[src/rtl/reg_writeback.sv]
// reg_writeback: write-back stage. Latches MEM/WB results, selects ALU vs
// memory data, drives the register file write port and WB-to-ID forwarding.
// Optional feature macro: WB_RETIRE_COUNT_EN (adds outWbRetired counter).
module reg_writeback #(
  parameter int DATA_W   = 32,
  parameter int ADDR_W   = 5,
  parameter int NUM_REGS = 16
) (
  input  logic              clk,
  input  logic              reset,
  input  logic              inWbValid,
  input  logic              inWbRegWrite,
  input  logic              inWbMemtoReg,
  input  logic [ADDR_W-1:0] inWbWriteReg,
  input  logic [DATA_W-1:0] inWbAluResult,
  input  logic [DATA_W-1:0] inWbMemData,
  input  logic              inWbStall,
  input  logic              inWbFlush,
  input  logic [ADDR_W-1:0] inFwdRsReg,
  input  logic [ADDR_W-1:0] inFwdRtReg,
  output logic              RegWrite,
  output logic [ADDR_W-1:0] outWbWriteReg,
  output logic [DATA_W-1:0] outWbWriteData,
  output logic              outWbValid,
  output logic              outFwdRsHit,
  output logic              outFwdRtHit,
  output logic [DATA_W-1:0] outFwdData,
  output logic              outWbRangeErr
`ifdef WB_RETIRE_COUNT_EN
  ,
  output logic [31:0]       outWbRetired
`endif
);

  // One extra bit so NUM_REGS == 2**ADDR_W is still representable.
  localparam logic [ADDR_W:0] REG_LIM = NUM_REGS[ADDR_W:0];

  logic              wb_valid;
  logic              wb_rw;
  logic [ADDR_W-1:0] wb_reg;
  logic [DATA_W-1:0] wb_data;
  logic              range_err;
  logic              in_range;
  logic              wr_en;

  // Stage register: reset > flush > stall > load; data is muxed before capture.
  always_ff @(posedge clk) begin
    if (reset) begin
      wb_valid <= 1'b0;
      wb_rw    <= 1'b0;
      wb_reg   <= '0;
      wb_data  <= '0;
    end else if (inWbFlush) begin
      wb_valid <= 1'b0;
      wb_rw    <= 1'b0;
    end else if (!inWbStall) begin
      wb_valid <= inWbValid;
      wb_rw    <= inWbRegWrite;
      wb_reg   <= inWbWriteReg;
      wb_data  <= inWbMemtoReg ? inWbMemData : inWbAluResult;
    end
  end

  // Sticky error once a qualified write to a nonexistent register is dropped.
  always_ff @(posedge clk) begin
    if (reset)
      range_err <= 1'b0;
    else if (wb_valid && wb_rw && !in_range)
      range_err <= 1'b1;
  end

`ifdef WB_RETIRE_COUNT_EN
  logic [31:0] retired;

  // Count retiring cycles; a stalled instruction is counted only when it leaves.
  always_ff @(posedge clk) begin
    if (reset)
      retired <= '0;
    else if (wb_valid && !inWbStall && !inWbFlush)
      retired <= retired + 32'd1;
  end

  assign outWbRetired = retired;
`endif

  // Write qualification and forwarding compare, combinational from the stage.
  always_comb begin
    in_range    = ({1'b0, wb_reg} < REG_LIM);
    wr_en       = wb_valid & wb_rw & (wb_reg != '0) & in_range;
    outFwdRsHit = wr_en & (inFwdRsReg == wb_reg);
    outFwdRtHit = wr_en & (inFwdRtReg == wb_reg);
  end

  assign RegWrite       = wr_en;
  assign outWbWriteReg  = wb_reg;
  assign outWbWriteData = wb_data;
  assign outWbValid     = wb_valid;
  assign outFwdData     = wb_data;
  assign outWbRangeErr  = range_err;

endmodule

[config.mk]
export PLATFORM = sky130hd
export DESIGN_NAME = reg_writeback
export DESIGN_NICKNAME = d
export VERILOG_FILES = /design/src/rtl/reg_writeback.sv
export SDC_FILE = /design/constraint.sdc
export NUM_CORES = 1
export LEC_CHECK = 0
export BUFFER_PORTS_ARGS = -buffer_cell sky130_fd_sc_hd__clkbuf_2
export CAP_MARGIN = 20
export CORE_UTILIZATION = 30
export DETAILED_ROUTE_END_ITERATION = 8
export PLACE_DENSITY = 0.65
export SYNTH_ARGS = -nofsm -noshare
export SYNTH_HDL_FRONTEND = slang
export SYNTH_SLANG_ARGS = --single-unit
[constraint.sdc]
create_clock -name clk -period 1.4 [get_ports clk]
set_clock_uncertainty 0.15 [all_clocks]
set_input_delay 0.28 -clock clk [delete_from_list [all_inputs] [get_ports clk]]
set_output_delay 0.28 -clock clk [all_outputs]
set_load 0.005 [all_outputs]
* After elaboration in Yosys (flattened, before gate mapping)
Index checks and enable logic that the tools add are counted.
** Word-level totals
- Register bits after elaboration :: 40
- Input port bits :: 86
- Output and inout bits :: 74
- Logic and storage cells :: 22
** Operators by class
- Magnitude comparators :: 1
- Equal/unequal tests :: 2
- Muxes and demuxes :: 1
- Bitwise logic cells :: 7
- Reductions and logical operators :: 6
** Operators with widths (count)
- 32-bit two-way mux :: 1
- 5-bit == test :: 2
- 1-bit bitwise AND :: 5
- 5-bit less-than comparator, second input constant :: 1
- 5-bit nonzero test :: 1
- 1-bit logical AND :: 2
- 1-bit NOT :: 2
- 2-bit AND reduction :: 1
- 2-bit OR reduction :: 1
- 1-bit logical NOT :: 1

* Depth between registers and ports, before layout
- Word-level depth :: 4
- Mapped depth :: 4
- Mapped depth without buffers :: 3

* Worst setup path before layout
Ideal clock, no wire load.
- Kind :: register to output
- From :: register wb_reg[0] (netlist: outWbWriteReg[0])
- To :: output port outFwdRsHit
- Arrival :: 1.178 ns
- Data required time :: 0.970 ns
- Slack :: -0.208 ns
- Stages on the path, launching flop included :: 4
- Buffers on the path :: 0
- Path through :: dfxtp_1 nor4_1 or3_1 nor4_1
** Between the ends
- Cells in the longest elaborated chain, start to end :: 4
- Elaborated cells on any way between the ends :: 6
- Classes of those cells :: 1 x order compare; 1 x eq/ne; 3 x bitwise; 1 x reduce/logical
** Ends and longest elaborated chain
- start: declaration :: RTL line 40 : logic [ADDR_W-1:0] wb_reg;
- start signal: assignment :: RTL line 59 : wb_reg <= inWbWriteReg;
- parallel branches: the longest is 3 deep, another holds 5-bit less-than comparator
- 1-bit bitwise AND (*) :: RTL line 90 : outFwdRsHit = wr_en & (inFwdRsReg == wb_reg);
- end: declaration :: RTL line 25 : output logic outFwdRsHit,
Every way passes the cells marked *.

* Worst setup path in the final report
- From :: register wb_reg[3] (netlist: outWbWriteReg[3])
- To :: output port outFwdRsHit
Same word-level chain as after synthesis.

==> results <==
- The accumulated negative setup slack is -1.15 ns.
- The synthesized area per cell is 9.08 µm².
- Counting instances in the post-synthesis netlist gives the leading cell types as dfxtp_1, mux2i_1, nor2_1.
- The filler cell count in the final layout is 646.
- The antenna diode count is 0.
- At the worst endpoint, the arrival time is 1.40 ns.
- The required time at the endpoint of the critical path is 0.97 ns.
- The die area is 7110 µm².
- Ranked by total cell area, the synthesized netlist is headed by dfxtp_1, mux2i_1, a211oi_1.
- For this run, the detailed router's first-pass iteration total came to 6.
- The number of synthesized register bits is 40.
- The via density per instance is 4.57.
- The reg2reg setup slack is 0.46 ns.
- The die boundary width is 84.4 µm.
- The netlist area before placement is 2030 µm².
- IR analysis of the VDD net gives a maximum drop of 346 µV.
- The number of top-level design ports is 160.
- The synthesized netlist contains 19 unique library cells.
- Setup repair after global routing could not meet its margin everywhere.
- The hold path endpoint is outWbWriteReg[1].
- The largest fanout of any net on the critical path is 3.
- The number of flops mapped to enable cells by yosys is 0.
- The core region is 6460 µm².
- The first global-routing pass estimated 7710 µm of wire.
- The number of buffers between clock root and the deepest sink is 2.
- In this run the most critical hold path is launched from inWbWriteReg[1].
- The clock reaches the later pin of the worst-skew pair after 0.28 ns.
- The share of the synthesized area in the top cell type is 39.4%.
- The total via count after detailed routing is 1,979.
- The kind of start point of the critical path is a flip-flop.
- The highest layer used for signal routing is met4.
- The total routed wirelength is 4790 µm.
- The count of routing violations after the opening detailed-route iteration is 54.
- In this run the critical register-to-register path is captured at outWbRangeErr.
- The critical path goes through buf_12 > xnor2_2 > nand3_2 > nor4_4 > buf_2.
- The total count of hold-check failures in the final report was 0.
- The overall routing resource usage is 13.3%.
- Summing internal, switching and leakage power gives 2.56 mW.
- The average wire length per cell after detail routing is 11.1 µm.
- The number of buffers and inverters on the critical path is 2.
- For this design, the CTS-stage hold fixing added 0 buffers.
- Summed over all cells, the static leakage comes to 1.52 nW.
- The checks that failed: design-rule violations, negative setup slack.
- Once placement completed, the tool counted placed cells totaling 423.
- The routed design could run at a clock period as short as 1.83 ns.
- Entering global routing, the biggest net connects 41 pins.
- Once the floorplan was initialized, standard cells occupied 31.5% of the core.
- The master of the slowest instance on the critical path is dfxtp_4.
- The worst register-to-register path has a depth of 3.
- The startpoint-to-endpoint class of the critical path is flip-flop to primary output.
- In the final layout, the multi-input gates occupy 981 µm².
- After layout, the worst path uses 131% of the clock period.
- The largest single stage delay on the critical path is 0.36 ns.
- Setup violations remaining at the end of the flow were counted as 3.
- For the pin with the worst max-slew slack, the measured transition is 0.266 ns.
- The post-route met1 wirelength is 1920 µm.
- Summing all flip-flop and latch instances after layout gives 817 µm².
- The total CTS buffers is 5.
- The number of nets produced by synthesis is 310.
- Synthesis produced a netlist whose cell count is 224.
- In this run the tightest slew margin relative to its limit is 82.2%.
- The routed design uses 2440 µm of met2 wire.
- The detail route stage leaves a number of antenna-violating nets equal to 0.
- The worst hold path class is input pin to flip-flop.
- The ratio of total power to cell area is 868 nW/µm².
- Excluding fillers, the count of instances in the completed layout stands at 433.
- The number of H-tree levels is 2.
- The startpoint of the worst-slack reg-to-reg timing path is outWbWriteReg[4].
- Once detailed placement completed, the half-perimeter wirelength came to 3750 µm.
- In this run the tool buffered the top-level ports with 159 buffer cells.
- Setup slack on the critical path of the routed design comes to -0.434 ns.
- The total count of max-transition violations in the final report is 0.
- After synthesis, flip-flops and latches occupy 39.4% of the total area.
- The worst hold path was traced through 3 stages.
- The library cell used as clock root buffer is clkbuf_8.
- The die height is 84.4 µm.
- The biggest area contributor in the post-synthesis netlist is dfxtp_1.
- Timing would allow up to 0.545 GHz.
- The CTS tree is done.
- The final routed DRC violation total is 13.
- The cell family with the largest share of critical-path delay is flip-flops.
- The last weighted congestion value of the routability-driven placer is 0.723.
- The leading cell type by number of instances after synthesis is dfxtp_1.
- The net count of the finished layout is 441.
- The share of layout cells above drive strength 1 is 54.5%.
- The length of routed met3 wiring is 376 µm.
- The number of sinks handled by clock tree synthesis is 40.
- The count of max-cap constraint violations is 0.
- The number of global-route vias before repair is 1,781.
- From synthesis to final layout, the design area changed by 44.7%.
- Summed over all layers, the global routing overflow is 0.
- The category of the worst setup path capture point is a primary output.
- Yosys printed 0 warnings.
- The most instantiated flip-flop cell in the synthesis netlist is dfxtp_1.
- Row generation in the floorplan step produced 29 rows.
- The initial antenna violation count came to 0.
- The run finished, with violations left.
- After clock tree synthesis, the clock-pin slew on the worst setup and hold paths is 0.07 ns.
- The fraction of registers with async set or reset after synthesis is 0%.
[timing repair]
action | 4_1_cts | 5_1_grt
setup endpoints to repair | 3 | 3
hold endpoints to repair | 0 | 0
gates resized for setup | 8 | 2
pin swaps | 5 | 0
buffers inserted | 2 | 0
[worst max path at each step]
stage	from	endpoint	slack [ns]	depth (start not counted)
after floorplan	outWbValid	outFwdRsHit	-0.05	3
after global placement	outWbWriteReg[3]	outFwdRsHit	-0.17	4
after detailed placement	outWbWriteReg[3]	outFwdRsHit	-0.19	4
after CTS	outWbWriteReg[3]	outFwdRtHit	-0.46	5
after global routing	outWbWriteReg[3]	outFwdRsHit	-0.52	5
final	outWbWriteReg[3]	outFwdRsHit	-0.43	5
[through the flow]
| stage | setup WS, ns | hold WS [ns] | cell area, µm² | utilization, % |
|---|---|---|---|---|
| after floorplan | -0.0493 | 0.202 | 2070 | - |
| after global placement | -0.174 | 0.299 | 2800 | 43.4 |
| after detailed placement | -0.194 | 0.332 | 2800 | 43.4 |
| after CTS | -0.464 | 0.0463 | 2940 | 45.6 |
| after global routing | -0.520 | 0.0487 | 2940 | 45.6 |
| final | -0.434 | 0.0588 | 2940 | 45.6 |
[power breakdown]
part           switching (mW)  internal (mW)  leakage (nW)  total [mW]
combinational           0.254          0.321          1.15       0.575
clock                   0.369          0.350        0.0422       0.719
sequential             0.0539           1.21         0.333        1.26
total                   0.677           1.88          1.52        2.56
[flip-flops by register name, indices dropped and copies added (netlist names)]
signal and flops:
outWbWriteReg 5, wb_rw 1, outWbValid 1, outWbRangeErr 1
outFwdData 32
[cell families after synthesis]
| kind of cell | share of synthesized area (%) |
|---|---|
| compound gates | 13.3 |
| xor+xnor | 4.30 |
| buf+inv | 15.4 |
| flops | 39.4 |
| mux | 16.7 |
| simple gates | 10.8 |
[layer usage]
layer | track usage [%] | vias up
li1 | - | 1013
met1 | 14.7 | 868
met2 | 24.3 | 94
met3 | 4.13 | 4
met4 | 4.31 | 0
met5 | 0 | -
[tightest hold or removal path, stage by stage]
cell and delay [ns]:
clkbuf_2 0.08, nand2_1 0.05, a21oi_1 0.05
[layout make-up]
| type | instances | share of cell area [%] |
|---|---|---|
| Timing Repair Buffer | 171 | 32.8 |
| Clock inverter | 1 | 0.170 |
| Multi-Input combinational cell | 136 | 33.3 |
| Inverter | 1 | 0.127 |
| Clock buffer | 7 | 2.59 |
| Tap cell | 77 | 3.27 |
| Sequential cell | 40 | 27.8 |
[layout by cell type, fill, tap and decap left out]
cell      synthesis  layout
dfxtp_1          40      33
nor2_4            0       1
or2_2             1       1
buf_6             0       1
dfxtp_4           0       3
xor2_1            4       4
nand2_1          11      11
a211oi_1         32      32
clkinv_2          0       1
clkbuf_2          0     157
nor3_1            2       2
nor4_1            3       1
a21oi_1           5       5
buf_4            32       5
clkbuf_8          0       5
nor4_2            0       1
a31oi_1           1       1
nor2_1           34      33
nand3_1           2       1
xnor2_2           0       3
nor4_4            0       1
nand3_2           0       1
clkbuf_1          6       2
buf_12            0       6
dfxtp_2           0       4
buf_2             8       2
or3_4             0       1
xnor2_1           6       3
inv_2             0       1
mux2i_1          34      34
No activity file was read; power rests on OpenSTA's default activity.
